--- src/rtl/word_pkg.sv ---
// Shared word and destination-select types for the word mux and demux blocks.
package word_pkg;

    localparam int WORD_W = 16;
    localparam int SEL_W  = 2;
    localparam int NOUT   = 2 ** SEL_W;

    typedef logic [WORD_W-1:0] word_t;
    typedef logic [SEL_W-1:0]  sel_t;
    typedef logic [NOUT-1:0]   chan_mask_t;

    // One-hot channel mask for a destination index.
    function automatic chan_mask_t sel_decode(input sel_t sel);
        chan_mask_t mask;
        mask      = '0;
        mask[sel] = 1'b1;
        return mask;
    endfunction

endpackage

--- src/rtl/word_demux_if.sv ---
// Producer + per-channel consumer handshake bundle for word_demux.
// i_bcast exists only when WORD_DEMUX_BCAST_EN is defined.
interface word_demux_if;
    import word_pkg::*;

    logic                    i_valid;
    logic                    o_ready;
    sel_t                    i_sel;
    word_t                   i_data;
`ifdef WORD_DEMUX_BCAST_EN
    logic                    i_bcast;
`endif
    chan_mask_t              o_valid;
    chan_mask_t              i_ready;
    logic [NOUT*WORD_W-1:0]  o_data;

`ifdef WORD_DEMUX_BCAST_EN
    modport slave (
        input  i_valid, i_sel, i_data, i_bcast, i_ready,
        output o_ready, o_valid, o_data
    );
    modport master (
        output i_valid, i_sel, i_data, i_bcast, i_ready,
        input  o_ready, o_valid, o_data
    );
`else
    modport slave (
        input  i_valid, i_sel, i_data, i_ready,
        output o_ready, o_valid, o_data
    );
    modport master (
        output i_valid, i_sel, i_data, i_ready,
        input  o_ready, o_valid, o_data
    );
`endif

endinterface

--- src/rtl/demux_slot.sv ---
// One-entry holding register for a single demux output channel.
// Accepts a new word while the old one drains, so a ready consumer sees no bubble.
module demux_slot
    import word_pkg::*;
(
    input  logic  clk,
    input  logic  rst_n,
    input  logic  load,
    input  word_t d,
    input  logic  i_ready,
    output logic  o_valid,
    output word_t o_data,
    output logic  can_take
);

    logic  full_reg;
    word_t data_reg;

    assign can_take = !full_reg || i_ready;
    assign o_valid  = full_reg;
    assign o_data   = data_reg;

    // Data is held after a drain; only a load or reset changes it.
    always_ff @(posedge clk or negedge rst_n) begin
        if (!rst_n) begin
            full_reg <= 1'b0;
            data_reg <= '0;
        end else if (load) begin
            full_reg <= 1'b1;
            data_reg <= d;
        end else if (i_ready) begin
            full_reg <= 1'b0;
        end
    end

endmodule

--- src/rtl/word_demux.sv ---
// Registered 1-to-NOUT word demultiplexer with per-channel valid/ready.
// Optional broadcast to every channel under WORD_DEMUX_BCAST_EN.
module word_demux
    import word_pkg::*;
(
    input  logic         i_clk,
    input  logic         i_rst_n,
    word_demux_if.slave  bus
);

    chan_mask_t             can_take;
    chan_mask_t             slot_valid;
    chan_mask_t             dest_mask;
    chan_mask_t             load_mask;
    word_t                  slot_data [NOUT];
    logic [NOUT*WORD_W-1:0] data_flat;
    logic                   accept;

`ifdef WORD_DEMUX_BCAST_EN
    // A broadcast waits until every channel can take the word at once.
    assign dest_mask   = bus.i_bcast ? '1 : sel_decode(bus.i_sel);
    assign bus.o_ready = bus.i_bcast ? (&can_take) : can_take[bus.i_sel];
`else
    assign dest_mask   = sel_decode(bus.i_sel);
    assign bus.o_ready = can_take[bus.i_sel];
`endif

    assign accept    = bus.i_valid && bus.o_ready;
    assign load_mask = {NOUT{accept}} & dest_mask;

    generate
        for (genvar gi = 0; gi < NOUT; gi++) begin : g_slot
            demux_slot u_slot (
                .clk      (i_clk),
                .rst_n    (i_rst_n),
                .load     (load_mask[gi]),
                .d        (bus.i_data),
                .i_ready  (bus.i_ready[gi]),
                .o_valid  (slot_valid[gi]),
                .o_data   (slot_data[gi]),
                .can_take (can_take[gi])
            );
        end
    endgenerate

    always_comb begin
        data_flat = '0;
        for (int k = 0; k < NOUT; k++) begin
            data_flat[k*WORD_W +: WORD_W] = slot_data[k];
        end
    end

    assign bus.o_valid = slot_valid;
    assign bus.o_data  = data_flat;

endmodule

--- src/flat_wrapper.sv ---
// flat-port wrapper written by rule: the top's interface ports become plain ports
module word_demux_flat import word_pkg::*;
  (i_clk, i_rst_n, bus_i_valid, bus_i_sel, bus_i_data, bus_i_ready, bus_o_ready, bus_o_valid, bus_o_data);
  word_demux_if bus_i ();
  input  logic i_clk;
  input  logic i_rst_n;
  input wire logic [$bits(bus_i.i_valid)-1:0] bus_i_valid;
  input wire logic [$bits(bus_i.i_sel)-1:0] bus_i_sel;
  input wire logic [$bits(bus_i.i_data)-1:0] bus_i_data;
  input wire logic [$bits(bus_i.i_ready)-1:0] bus_i_ready;
  output wire logic [$bits(bus_i.o_ready)-1:0] bus_o_ready;
  output wire logic [$bits(bus_i.o_valid)-1:0] bus_o_valid;
  output wire logic [$bits(bus_i.o_data)-1:0] bus_o_data;
  assign bus_i.i_valid = bus_i_valid;
  assign bus_i.i_sel = bus_i_sel;
  assign bus_i.i_data = bus_i_data;
  assign bus_i.i_ready = bus_i_ready;
  assign bus_o_ready = bus_i.o_ready;
  assign bus_o_valid = bus_i.o_valid;
  assign bus_o_data = bus_i.o_data;
  word_demux u_core (.i_clk(i_clk), .i_rst_n(i_rst_n), .bus(bus_i));
endmodule
--- config.mk ---
export PLATFORM = sky130hd
export DESIGN_NAME = word_demux_flat
export DESIGN_NICKNAME = d
export VERILOG_FILES = /design/src/rtl/word_pkg.sv /design/src/rtl/word_demux_if.sv /design/src/rtl/demux_slot.sv /design/src/rtl/word_demux.sv /design/src/flat_wrapper.sv
export SDC_FILE = /design/constraint.sdc
export NUM_CORES = 1
export LEC_CHECK = 0
export CORE_MARGIN = 2
export CORE_UTILIZATION = 45
export DETAILED_ROUTE_END_ITERATION = 6
export HOLD_SLACK_MARGIN = 0.15
export PLACE_DENSITY = 0.79
export RECOVER_POWER = 50
export SYNTH_ARGS = -nofsm -noshare
export SYNTH_HDL_FRONTEND = slang
export SYNTH_SLANG_ARGS = --single-unit
--- constraint.sdc ---
create_clock -name i_clk -period 1.6 [get_ports i_clk]
set_input_delay 0.32 -clock i_clk [delete_from_list [all_inputs] [get_ports i_clk]]
set_output_delay 0.32 -clock i_clk [all_outputs]
set_load 0.1 [all_outputs]
# Word level (Yosys, flattened, before mapping)

Cells that the tools add are included.

Bits in registers: 68
Input bits: 25
Output and inout bits: 69

Order comparisons: 2
Mux-type cells: 12
Bitwise operators: 1
Reductions and logical operators: 14

Operators with widths:

| operator                                                   | count |
|---|---|
| 2-to-1 mux 1 bit                                           | 10 |
| nonzero test 2 bit                                         | 4 |
| AND 4 bit                                                  | 1 |
| logical NOT 1 bit                                          | 4 |
| logical OR 1 bit                                           | 4 |
| less-than comparator 2 x 3 -> 1 bit, second input constant | 1 |
| binary-select mux 1 bit (select 2 bit)                     | 1 |
| demux 1 bit (select 2 bit)                                 | 1 |
| >= comparator 2 x 1 -> 1 bit, second input constant        | 1 |
| logical AND 1 bit                                          | 2 |

# Longest topological paths before layout

Gate-level depths: netlist (run 1).

Depth in word-level cells: 7
Mapped depth: 5

# Modules after synthesis

Synthesis (run 1) repeated with hierarchy kept, for this count alone.

Cells, all modules: 153
Area, all modules: 2800.2 µm²

By module, submodules not included:

| module     | instances | cells an instance | area each (µm²) | seq. area each (µm²) |
|---|---|---|---|---|
| demux_slot | 4         | 37                | 683.2           | 425.4 |
| word_demux | 1         | 5                 | 67.6            | 0.0 |

# Least setup slack after synthesis (run 1)

OpenSTA, ideal clock, no wires.

Kind: input to output
From: input port bus_i_ready[0]
To: output port bus_o_ready
Arrival: 1.446 ns
Required time: 1.280 ns
Path slack: -0.166 ns
Stages: 2
Cells stage by stage: nand2b_1 -> mux4_1

Word-level cells in the longest chain between the ends: 3

RTL lines:

| item                                   | RTL line           | text |
|---|---|---|
| from (decl)                            | flat_wrapper.sv:10 | `input wire logic [$bits(bus_i.i_ready)-1:0] bus_i_ready;` |
| logical OR 1 bit                       | demux_slot.sv:19   | `assign can_take = !full_reg \|\| i_ready;` |
| binary-select mux 1 bit (select 2 bit) | word_demux.sv:25   | `assign bus.o_ready = can_take[bus.i_sel];` |
| 2-to-1 mux 1 bit (not written as such) | word_demux.sv:25   |  |
| to (decl)                              | flat_wrapper.sv:11 | `output wire logic [$bits(bus_i.o_ready)-1:0] bus_o_ready;` |

Every way passes these cells. The select of a mux whose other input is x is not followed.

# Final worst setup path (run 1)

From: register u_core.g_slot[0].u_slot.full_reg
To: output port bus_o_ready

Word-level cells in the longest chain between the ends: 4

RTL lines:

| item                                   | RTL line         | text |
|---|---|---|
| from (decl)                            | demux_slot.sv:16 | `logic full_reg;` |
| from (signal assigned)                 | demux_slot.sv:26 | `full_reg <= 1'b0;` |
| from (signal assigned)                 | demux_slot.sv:29 | `full_reg <= 1'b1;` |
| from (signal assigned)                 | demux_slot.sv:32 | `full_reg <= 1'b0;` |
| logical NOT 1 bit                      | demux_slot.sv:19 |  |
| logical OR 1 bit                       | demux_slot.sv:19 |  |
| binary-select mux 1 bit (select 2 bit) | word_demux.sv:25 |  |
| 2-to-1 mux 1 bit (not written as such) | word_demux.sv:25 |  |

Every way passes these cells. The select of a mux whose other input is x is not followed.

==> results of run 1 <==
sequential cells by signal, summed over array words and instances (netlist names):
| register | count |
|---|---|
| u_core.g_slot.u_slot.o_valid | 4 |
| u_core.g_slot.u_slot.o_data | 64 |
cells by family (layout without fill, tap and decap cells):
family | count (synthesis) | count (layout) | synth area share
AO/OA/AOI/OAI | 1 | 1 | 0.00182
buffers and inverters | 10 | 133 | 0.0405
multiplexers | 65 | 65 | 0.299
AND/OR/NAND/NOR | 15 | 15 | 0.0405
flip-flops | 68 | 68 | 0.618
per-layer routing:
| metal | track usage | vias up |
|---|---|---|
| met5 | 0 | - |
| met3 | 0.0761 | 16 |
| met1 | 0.262 | 890 |
| li1 | - | 787 |
| met4 | 0.0833 | 0 |
| met2 | 0.370 | 75 |
repair_timing:
| item | 4_1_cts | 5_1_grt |
|---|---|---|
| pin swaps | 0 | 0 |
| setup buffers | 7 | 2 |
| hold buffers | 1 | 0 |
| gates resized for setup | 11 | 5 |
| cloned | 0 | 1 |
| setup endpoints to repair | 1 | 13 |
| endpoints found under the hold margin | 68 | 0 |
synth_stat cells, types with 2 or more instances:
master	instances	area [sq um]
dfrtp_1	68	1700
mux2_2	41	462
mux2_4	20	300
buf_4	5	37.5
nand2_1	4	15.0
nand2b_1	4	25.0
buf_6	3	33.8
mux2_1	3	33.8
buf_12	2	40.0
power by group:
group	internal [mW]	total, mW	switching, mW
sequential	2.07	2.38	0.307
combinational	1.27	4.32	3.05
clock	0.888	1.58	0.692
worst paths after layout:
check / start / endpoint / depth (start not counted)
min in group asynchronous: i_rst_n / u_core.g_slot[0].u_slot.o_data[9] / 3
max in group asynchronous: i_rst_n / u_core.g_slot[3].u_slot.o_valid / 3
worst min register to register: u_core.g_slot[3].u_slot.o_data[5] / u_core.g_slot[3].u_slot.o_data[5] / 1
worst min-delay path: u_core.g_slot[3].u_slot.o_data[5] / u_core.g_slot[3].u_slot.o_data[5] / 1
worst max register to register: u_core.g_slot[0].u_slot.o_valid / u_core.g_slot[0].u_slot.o_data[8] / 7
worst max-delay path: u_core.g_slot[0].u_slot.o_valid / bus_o_ready / 3
metrics by stage:
step,std cells,TNS [ns]
3_5_place_dp,330,-17.19
6_report,357,-0.869
5_1_grt,357,-3.15
2_1_floorplan,159,0
3_3_place_gp,330,-15.53
4_1_cts,354,-0.216
placed cells by master (no fill, tap or decap), drive strengths merged:
cell type	instances
mux2	64
nand3	1
nand2	5
bufinv	2
clkinv	2
clkdlybuf4s50	16
and3	1
dlygate4sd2	5
clkinvlp	1
nand3b	1
o21ai	1
mux4	1
nor2b	2
dfrtp	68
buf	90
nor3b	1
clkbuf	12
nand2b	4
dlygate4sd3	3
inv	2
layout make-up:
cell class                 count  share of cell area
timing repair buffer         117               0.319
sequential                    68               0.388
clock buffer                   9              0.0282
tap                           75              0.0214
clock inverter                 7              0.0225
multi-input combinational     81               0.221
worst max-delay path: cells and delay by family (launching register included):
kind,cells,cell delay (ns)
multiplexers,1,0.49
buffers and inverters,1,0.19
AND/OR/NAND/NOR,1,0.07
flip-flops,1,0.40
==> metrics.yaml, run 1 <==
routing:
  first_pass_iters: 4
  wl_met1_um: 2740
  routedWlPerCell_um: 19.4
  routed-wl-met2_um: 3540
  drt_first_iter_violations: 47
  ant_nets: 0
  viasPerCell: 4.95
  met3RoutedLength_um: 464
  num_vias: 1768
  totalWireLength_um: 6930
  drc_errors: 0
  top_layer_used: "met4"
timing:
  finClkSkew_ns: 0.00881
  hold_ws_ns: 0.488
  worst_pin_slew_ns: 0.918
  max_freq_ghz: 0.555
  post-route-period-util: 1.13
  final-setup-viol-count: 29
  hold_violations: 0
  slew_violations: 0
  layout_setup_ws_ns: -0.202
  max-slew-margin-rel: 0.388
  post-route-min-period_ns: 1.80
  rsz0062_at_grt: "yes"
outcome:
  run_status: "complete, but fails checks"
  violations: "setup timing"
global_routing:
  grt-ovfl-total: 0
  track_usage: 0.221
  grt_pass1_wl_um: 10700
  grt_pass1_vias: 1953
  grt_antenna_before_repair: 0
  grt_start_max_net_pins: 69
die:
  num_io_pins: 94
  core_area_sq_um: 5920
  start_util: 0.465
  die_h_um: 82.2
  dieArea_sq_um: 6760
  dieWidth_um: 82.2
  std_cell_rows: 28
placement:
  dp_hpwl_um: 4620
  place_area_sq_um: 4480
  io_buffers: 93
  gp_congestion: 0.787
  dp_slack_ns: -0.363
run:
  maxCapViolCount: 0
clock_tree:
  clock_latency_ns: 0.35
  clkSinkCount: 68
  cts_root_buf: "clkbuf_8"
  cts_max_level: 3
  path_clk_slew_ns: 0.07
  cts_tree: "done"
  cts_buffer_depth: 2
  cts_buffers: 9
yosys:
  syn_area_sq_um: 2750
  ys_warn_count: 0
  ys_types: 18
  postSynthCellCount: 159
  syn_nets: 184
  synth_edf_count: 0
  yosys_most_used_dff: "dfrtp_1"
  avgSynthCellArea_sq_um: 17.3
  async_reset_ff_frac: 1.00
  synth-seq-cells: 68
  ys_seq_area_frac: 0.618
pwr:
  p_leak_nw: 2.03
  ir_worst_vdd_uv: 1130
  power_density_nw_per_um2: 1890
  finalPower_mw: 8.28
layout:
  seq_area_sq_um: 1700
  finalInstanceArea_sq_um: 4390
  layout.nets: 302
  syn_to_final_growth_pct: 59.5
  utilization: 0.741
  multi_input_area_sq_um: 970
  antenna_cells: 0
  drive_above_1_share: 0.645
  fill_cells: 344
critical_path:
  critical_path.max_fanout: 2
  worstSetupPathType: "reg2out"
  crit_required_ns: 1.28
  cp_slowest_stage_delay_ns: 0.49
  arrival_ns: 1.48
  crit_path_top_delay_cell: "mux4_2"
  rrSetupSlack_ns: 0.03
  end_kind: "primary output"
  crit_path_cell_trace: "nand2b_4, mux4_2, buf_12"
  cp-start-kind: "register"
min_path:
  min_path_type: "reg2reg"
Power figures use the tool's default switching activity.
==> inputs of run 2 (changes only) <==
- CTS_CLUSTER_DIAMETER: unset -> 120
- PLACE_DENSITY: 0.79 -> 0.8
- RECOVER_POWER: 50 -> unset
==> run 2 against run 1 <==
Net effect:
- sequential power rose by 4%
- the flow still finishes with violations (setup timing)
- sequential cell count unchanged
- wire length is 1.6% higher
- sequential share of layout area down 3.5 points
- combinational power up 12%
- clock power decreased by 9%
- core utilization increased by 7.3 points
- first-iteration DRC count grew 62%
- maximum frequency down 2.3%
- hold slack got worse by 0.15 ns
- clock-buffer cell count is the same
- register-to-register slack better by 0.05 ns
- highest routed layer unchanged
==> metrics.yaml, run 2 (synthesized netlist as in run 1, its figures left out) <==
routing:
  drc_errors: 0
  totalWireLength_um: 7040
  first_pass_iters: 4
  routedWlPerCell_um: 19.8
  num_vias: 1777
  viasPerCell: 5.01
  ant_nets: 0
  drt_first_iter_violations: 76
critical_path:
  rrSetupSlack_ns: 0.08
  crit_buf_inv: 3
  worstSetupPathType: "in2out"
  cpLargestDelayFamily: "buffers and inverters"
  crit_path_top_delay_cell: "clkdlybuf4s50_1"
  end_kind: "primary output"
  cp-start-kind: "input port"
  critical_path.max_fanout: 3
  cp_slowest_stage_delay_ns: 0.55
  rr_endpoint: "u_core.g_slot[2].u_slot.o_data[15]"
  crit_path_cell_trace: "clkdlybuf4s50_1, buf_4, mux4_2, buf_12"
  cp-startpoint: "bus_i_sel[0]"
  arrival_ns: 1.52
  reg2reg_depth: 5
  r2r_start: "u_core.g_slot[2].u_slot.o_valid"
  cp.depth: 4
  crit_required_ns: 1.28
  critical_path.endpoint: "bus_o_ready"
min_path:
  min_path_type: "in2reg"
die:
  std_cell_rows: 28
  start_util: 0.465
  die_h_um: 82.2
  core_area_sq_um: 5920
  dieArea_sq_um: 6760
  dieWidth_um: 82.2
  num_io_pins: 94
layout:
  layout.nets: 300
  syn_to_final_growth_pct: 75.3
  utilization: 0.814
  mostFrequentLayoutCells: "buf_12 (74), dfrtp_1 (65), mux2_2 (41), mux2_4 (20), clkdlybuf4s50_1 (18)"
  drive_above_1_share: 0.646
  fill_cells: 279
  finalInstanceArea_sq_um: 4820
  largest_reg_flops: 64
  multi_input_area_sq_um: 972
  seq_area_sq_um: 1710
  antenna_cells: 0
  layout_commonest_cell: "buf_12"
placement:
  dp_hpwl_um: 4700
  gp_congestion: 0.754
  place_area_sq_um: 4520
  io_buffers: 93
  dp_slack_ns: -0.381
pwr:
  p_leak_nw: 2.20
  finalPower_mw: 8.73
  power_density_nw_per_um2: 1810
  ir_worst_vdd_uv: 1240
run:
  maxCapViolCount: 0
timing:
  worst_pin_slew_ns: 0.366
  hold_violations: 0
  tns_ns: -0.244
  post-route-min-period_ns: 1.84
  post-route-period-util: 1.15
  max_freq_ghz: 0.542
  final-setup-viol-count: 1
  layout_setup_ws_ns: -0.244
  finClkSkew_ns: 0.00624
  slew_violations: 0
  max-slew-margin-rel: 0.756
  rsz0062_at_grt: "yes"
clock_tree:
  cts_buffers: 9
  cts_tree: "done"
  cts_max_level: 3
  cts_root_buf: "clkbuf_8"
  path_clk_slew_ns: 0.07
  clock_latency_ns: 0.35
  clkSinkCount: 68
  cts_buffer_depth: 2
global_routing:
  grt_use_met3: 0.0848
  grt_antenna_before_repair: 0
  grt_pass1_wl_um: 10200
  grt.busiest_layer: "met2"
  grt_pass1_vias: 1824
  grt_start_max_net_pins: 69
  track_usage: 0.213
  grt-ovfl-total: 0
  grt_util_met2: 0.348
  use_met1: 0.266
outcome:
  violations: "setup timing"
  run_status: "complete, but fails checks"
run 2: changes by cell type in the layout (fill, tap and decap cells not counted), moves of 3 or more:
cell	previous run	this run
buf_12	41	74
dlymetal6s2s_1	0	3
buf_2	30	1
dlygate4sd2_1	5	2
buf_6	3	0
run 2: repair_timing:
item | CTS | global route
cloned | 0 | 0
gates resized for setup | 7 | 6
hold buffers | 1 | 0
setup buffers | 3 | 4
endpoints found under the hold margin | 68 | 0
endpoints found under the setup margin | 1 | 17
run 2: layer usage:
metal | wire, um | share of wire | vias up
li1 | - | - | 784
met1 | 2870 | 0.41 | 921
met2 | 3640 | 0.52 | 64
met3 | 460 | 0.065 | 8
met4 | 62 | 0.0088 | 0
met5 | 0 | 0 | -
run 2: area by class of cell:
cell class                 count  share of cell area
tap                           75              0.0195
clock inverter                 7              0.0156
sequential                    68               0.354
timing repair buffer         115               0.384
multi-input combinational     81               0.202
clock buffer                   9              0.0257
run 2: worst min-delay path, delay by kind of cell:
| family | cells | cell delay, ns |
|---|---|---|
| AND/OR/NAND/NOR | 1 | 0.14 |
| buffers and inverters | 1 | 0.09 |
| AO/OA/AOI/OAI | 1 | 0.08 |
run 2: worst min-delay path by stage:
| stage | start | cells past startpoint | to | slack, ns |
|---|---|---|---|---|
| 2_1_floorplan | i_rst_n | 0 | u_core.g_slot[0].u_slot.o_data[0] | 0.02 |
| 3_3_place_gp | i_rst_n | 2 | u_core.g_slot[2].u_slot.o_data[6] | 0.37 |
| 3_5_place_dp | i_rst_n | 2 | u_core.g_slot[1].u_slot.o_valid | 0.37 |
| 4_1_cts | bus_i_ready[1] | 4 | u_core.g_slot[1].u_slot.o_valid | 0.48 |
| 5_1_grt | bus_i_ready[2] | 3 | u_core.g_slot[2].u_slot.o_valid | 0.35 |
| 6_report | bus_i_ready[2] | 3 | u_core.g_slot[2].u_slot.o_valid | 0.34 |
run 2: metrics by stage:
stage                     hold WS (ns)  std cells
after global routing             0.353        355
after global placement           0.367        331
after CTS                        0.476        351
after detailed placement         0.367        331
after floorplan                 0.0244        159
final                            0.336        355
run 2: power by group:
part	leakage (nW)	switching, mW	internal [mW]	total, mW
clock network	0.0923	0.705	0.727	1.43
registers	0.806	0.402	2.07	2.47
logic	1.30	3.05	1.78	4.83
total	2.20	4.16	4.58	8.73
==> inputs of run 3 (changes only) <==
- GPL_TIMING_DRIVEN: unset -> 0
==> run 3 against run 2 <==
Net effect:
- the flow still finishes with violations (setup timing)
- sequential share of layout area grew 7.3 points
- non-clock buffer count shrank 2
- combinational power shrank 21%
- hold slack gained 0.075 ns
- clock power is essentially flat
- wire length shrank 11%
- maximum frequency grew 2.6%
- total power shrank 14%
- final cell count shrank 0.56%
- sequential power shrank 8.1%
- core utilization shrank 14 points
- design area shrank 17%
==> metrics.yaml, run 3 (synthesized netlist as in run 1, its figures left out) <==
outcome:
  run_status: "complete, but fails checks"
  violations: "setup timing"
min_path:
  min_path_type: "in2reg"
pwr:
  power_density_nw_per_um2: 1880
  pwr-share-comb: 0.510
  power.net_switching_mw: 3.84
  swShare: 0.510
  p_leak_nw: 1.86
  finalPower_mw: 7.52
  clockPowerShare: 0.189
  p_int_mw: 3.68
  p_seq_frac: 0.301
  ir_worst_vdd_uv: 1090
die:
  core_area_sq_um: 5920
  start_util: 0.465
  num_io_pins: 94
  dieArea_sq_um: 6760
  std_cell_rows: 28
  dieWidth_um: 82.2
  die_h_um: 82.2
clock_tree:
  cts_buffer_depth: 2
  clkSinkCount: 68
  cts_tree: "done"
  path_clk_slew_ns: 0.06
  cts_max_level: 3
  cts_buffers: 9
  clock_latency_ns: 0.34
  cts_root_buf: "clkbuf_8"
timing:
  finClkSkew_ns: 0.00651
  post-route-min-period_ns: 1.80
  final-setup-viol-count: 1
  layout_setup_ws_ns: -0.197
  slew_violations: 0
  post-route-period-util: 1.12
  max_freq_ghz: 0.556
  rsz0062_at_grt: "yes"
  max-slew-margin-rel: 0.434
  worst_pin_slew_ns: 0.849
  hold_violations: 0
layout:
  mostFrequentLayoutCells: "dfrtp_1 (68), mux2_2 (41), clkdlybuf4s18_2 (30), buf_2 (27), mux2_4 (20)"
  largest_reg_flops: 64
  antenna_cells: 0
  final_cell_count_no_fill: 353
  utilization: 0.674
  layout_commonest_cell: "dfrtp_1"
  drive_above_1_share: 0.629
  layout.nets: 298
  fill_cells: 452
  syn_to_final_growth_pct: 45.1
global_routing:
  grt_start_max_net_pins: 69
  track_usage: 0.195
  grt-ovfl-total: 0
  grt_pass1_wl_um: 9440
  grt_pass1_vias: 1835
  grt_antenna_before_repair: 0
critical_path:
  arrival_ns: 1.48
  rrSetupSlack_ns: 0.16
  cp-start-kind: "register"
  cpLargestDelayFamily: "multiplexers"
  crit_required_ns: 1.28
  crit_path_cell_trace: "nand2b_4, mux4_2, buf_12"
  end_kind: "primary output"
  crit_buf_inv: 1
  crit_path_top_delay_cell: "mux4_2"
  cp_slowest_stage_delay_ns: 0.49
  critical_path.max_fanout: 3
  worstSetupPathType: "reg2out"
placement:
  dp_hpwl_um: 4170
  io_buffers: 93
  dpl.cell_count: 327
  gp_congestion: 0.702
routing:
  drc_errors: 0
  routedWlPerCell_um: 17.7
  viasPerCell: 4.90
  ant_nets: 0
  totalWireLength_um: 6250
  first_pass_iters: 3
  num_vias: 1729
  drt_first_iter_violations: 56
run:
  maxCapViolCount: 0
## run 3: worst paths after layout
| path | from | end | cells after the start |
|---|---|---|---|
| max | u_core.g_slot[1].u_slot.o_valid | bus_o_ready | 3 |
| min | bus_i_ready[1] | u_core.g_slot[1].u_slot.o_valid | 3 |
| max reg2reg | u_core.g_slot[3].u_slot.o_valid | u_core.g_slot[3].u_slot.o_data[14] | 5 |
| min reg2reg | u_core.g_slot[3].u_slot.o_data[5] | u_core.g_slot[3].u_slot.o_data[5] | 1 |
| max in group asynchronous | i_rst_n | u_core.g_slot[0].u_slot.o_data[2] | 2 |
| min in group asynchronous | i_rst_n | u_core.g_slot[2].u_slot.o_data[8] | 2 |
## run 3: worst register-to-register path, cell delays in order (launching register included)
cell and delay [ns]:
dfrtp_1 0.41, nand2b_4 0.08, buf_4 0.10, nor2b_1 0.15
buf_6 0.22, mux2_2 0.36
## run 3: power by group through the flow
| stage | logic [mW] | clock network, mW | registers, mW |
|---|---|---|---|
| after floorplan | 0.526 | 0 | 4.80 |
| after global placement | 3.97 | 0 | 2.28 |
| after detailed placement | 4.00 | 0 | 2.30 |
| after CTS | 3.91 | 1.46 | 2.27 |
| after global routing | 3.94 | 1.54 | 2.31 |
| final | 3.83 | 1.42 | 2.27 |
## run 3: stage by stage
stage          hold slack, ns  instance area (sq um)  setup TNS (ns)  worst slack, ns
6_report                0.411                   3990          -0.197           -0.197
5_1_grt                 0.414                   3990          -0.244           -0.244
4_1_cts                 0.387                   4090          -0.211           -0.209
3_5_place_dp            0.480                   3770          -39.69            -1.12
3_3_place_gp            0.472                   3770         -175.09            -2.04
2_1_floorplan          0.0244                   2750               0           0.0365
## run 3: layer usage
metal | track usage | part of all wire
met1 | 0.234 | 0.42
met2 | 0.323 | 0.50
met3 | 0.0511 | 0.064
met4 | 0.0950 | 0.016
met5 | 0 | 0
## run 3: layout make-up
class	instances	area, sq um	area share
plain buffers	8	101	0.0254
clock buffers	12	155	0.0389
clock inverters	4	47.5	0.0119
multi-input cells	81	971	0.243
flip-flops and latches	68	1700	0.426
well taps	75	93.8	0.0235
repair buffers	105	921	0.231
## run 3: timing repair
action	in CTS	in global routing
pin swaps	1	1
endpoints found under the setup margin	105	91
gates cloned	0	1
gates resized for setup	244	85
hold buffers	1	0
hold endpoints to repair	68	0
setup buffers	5	5
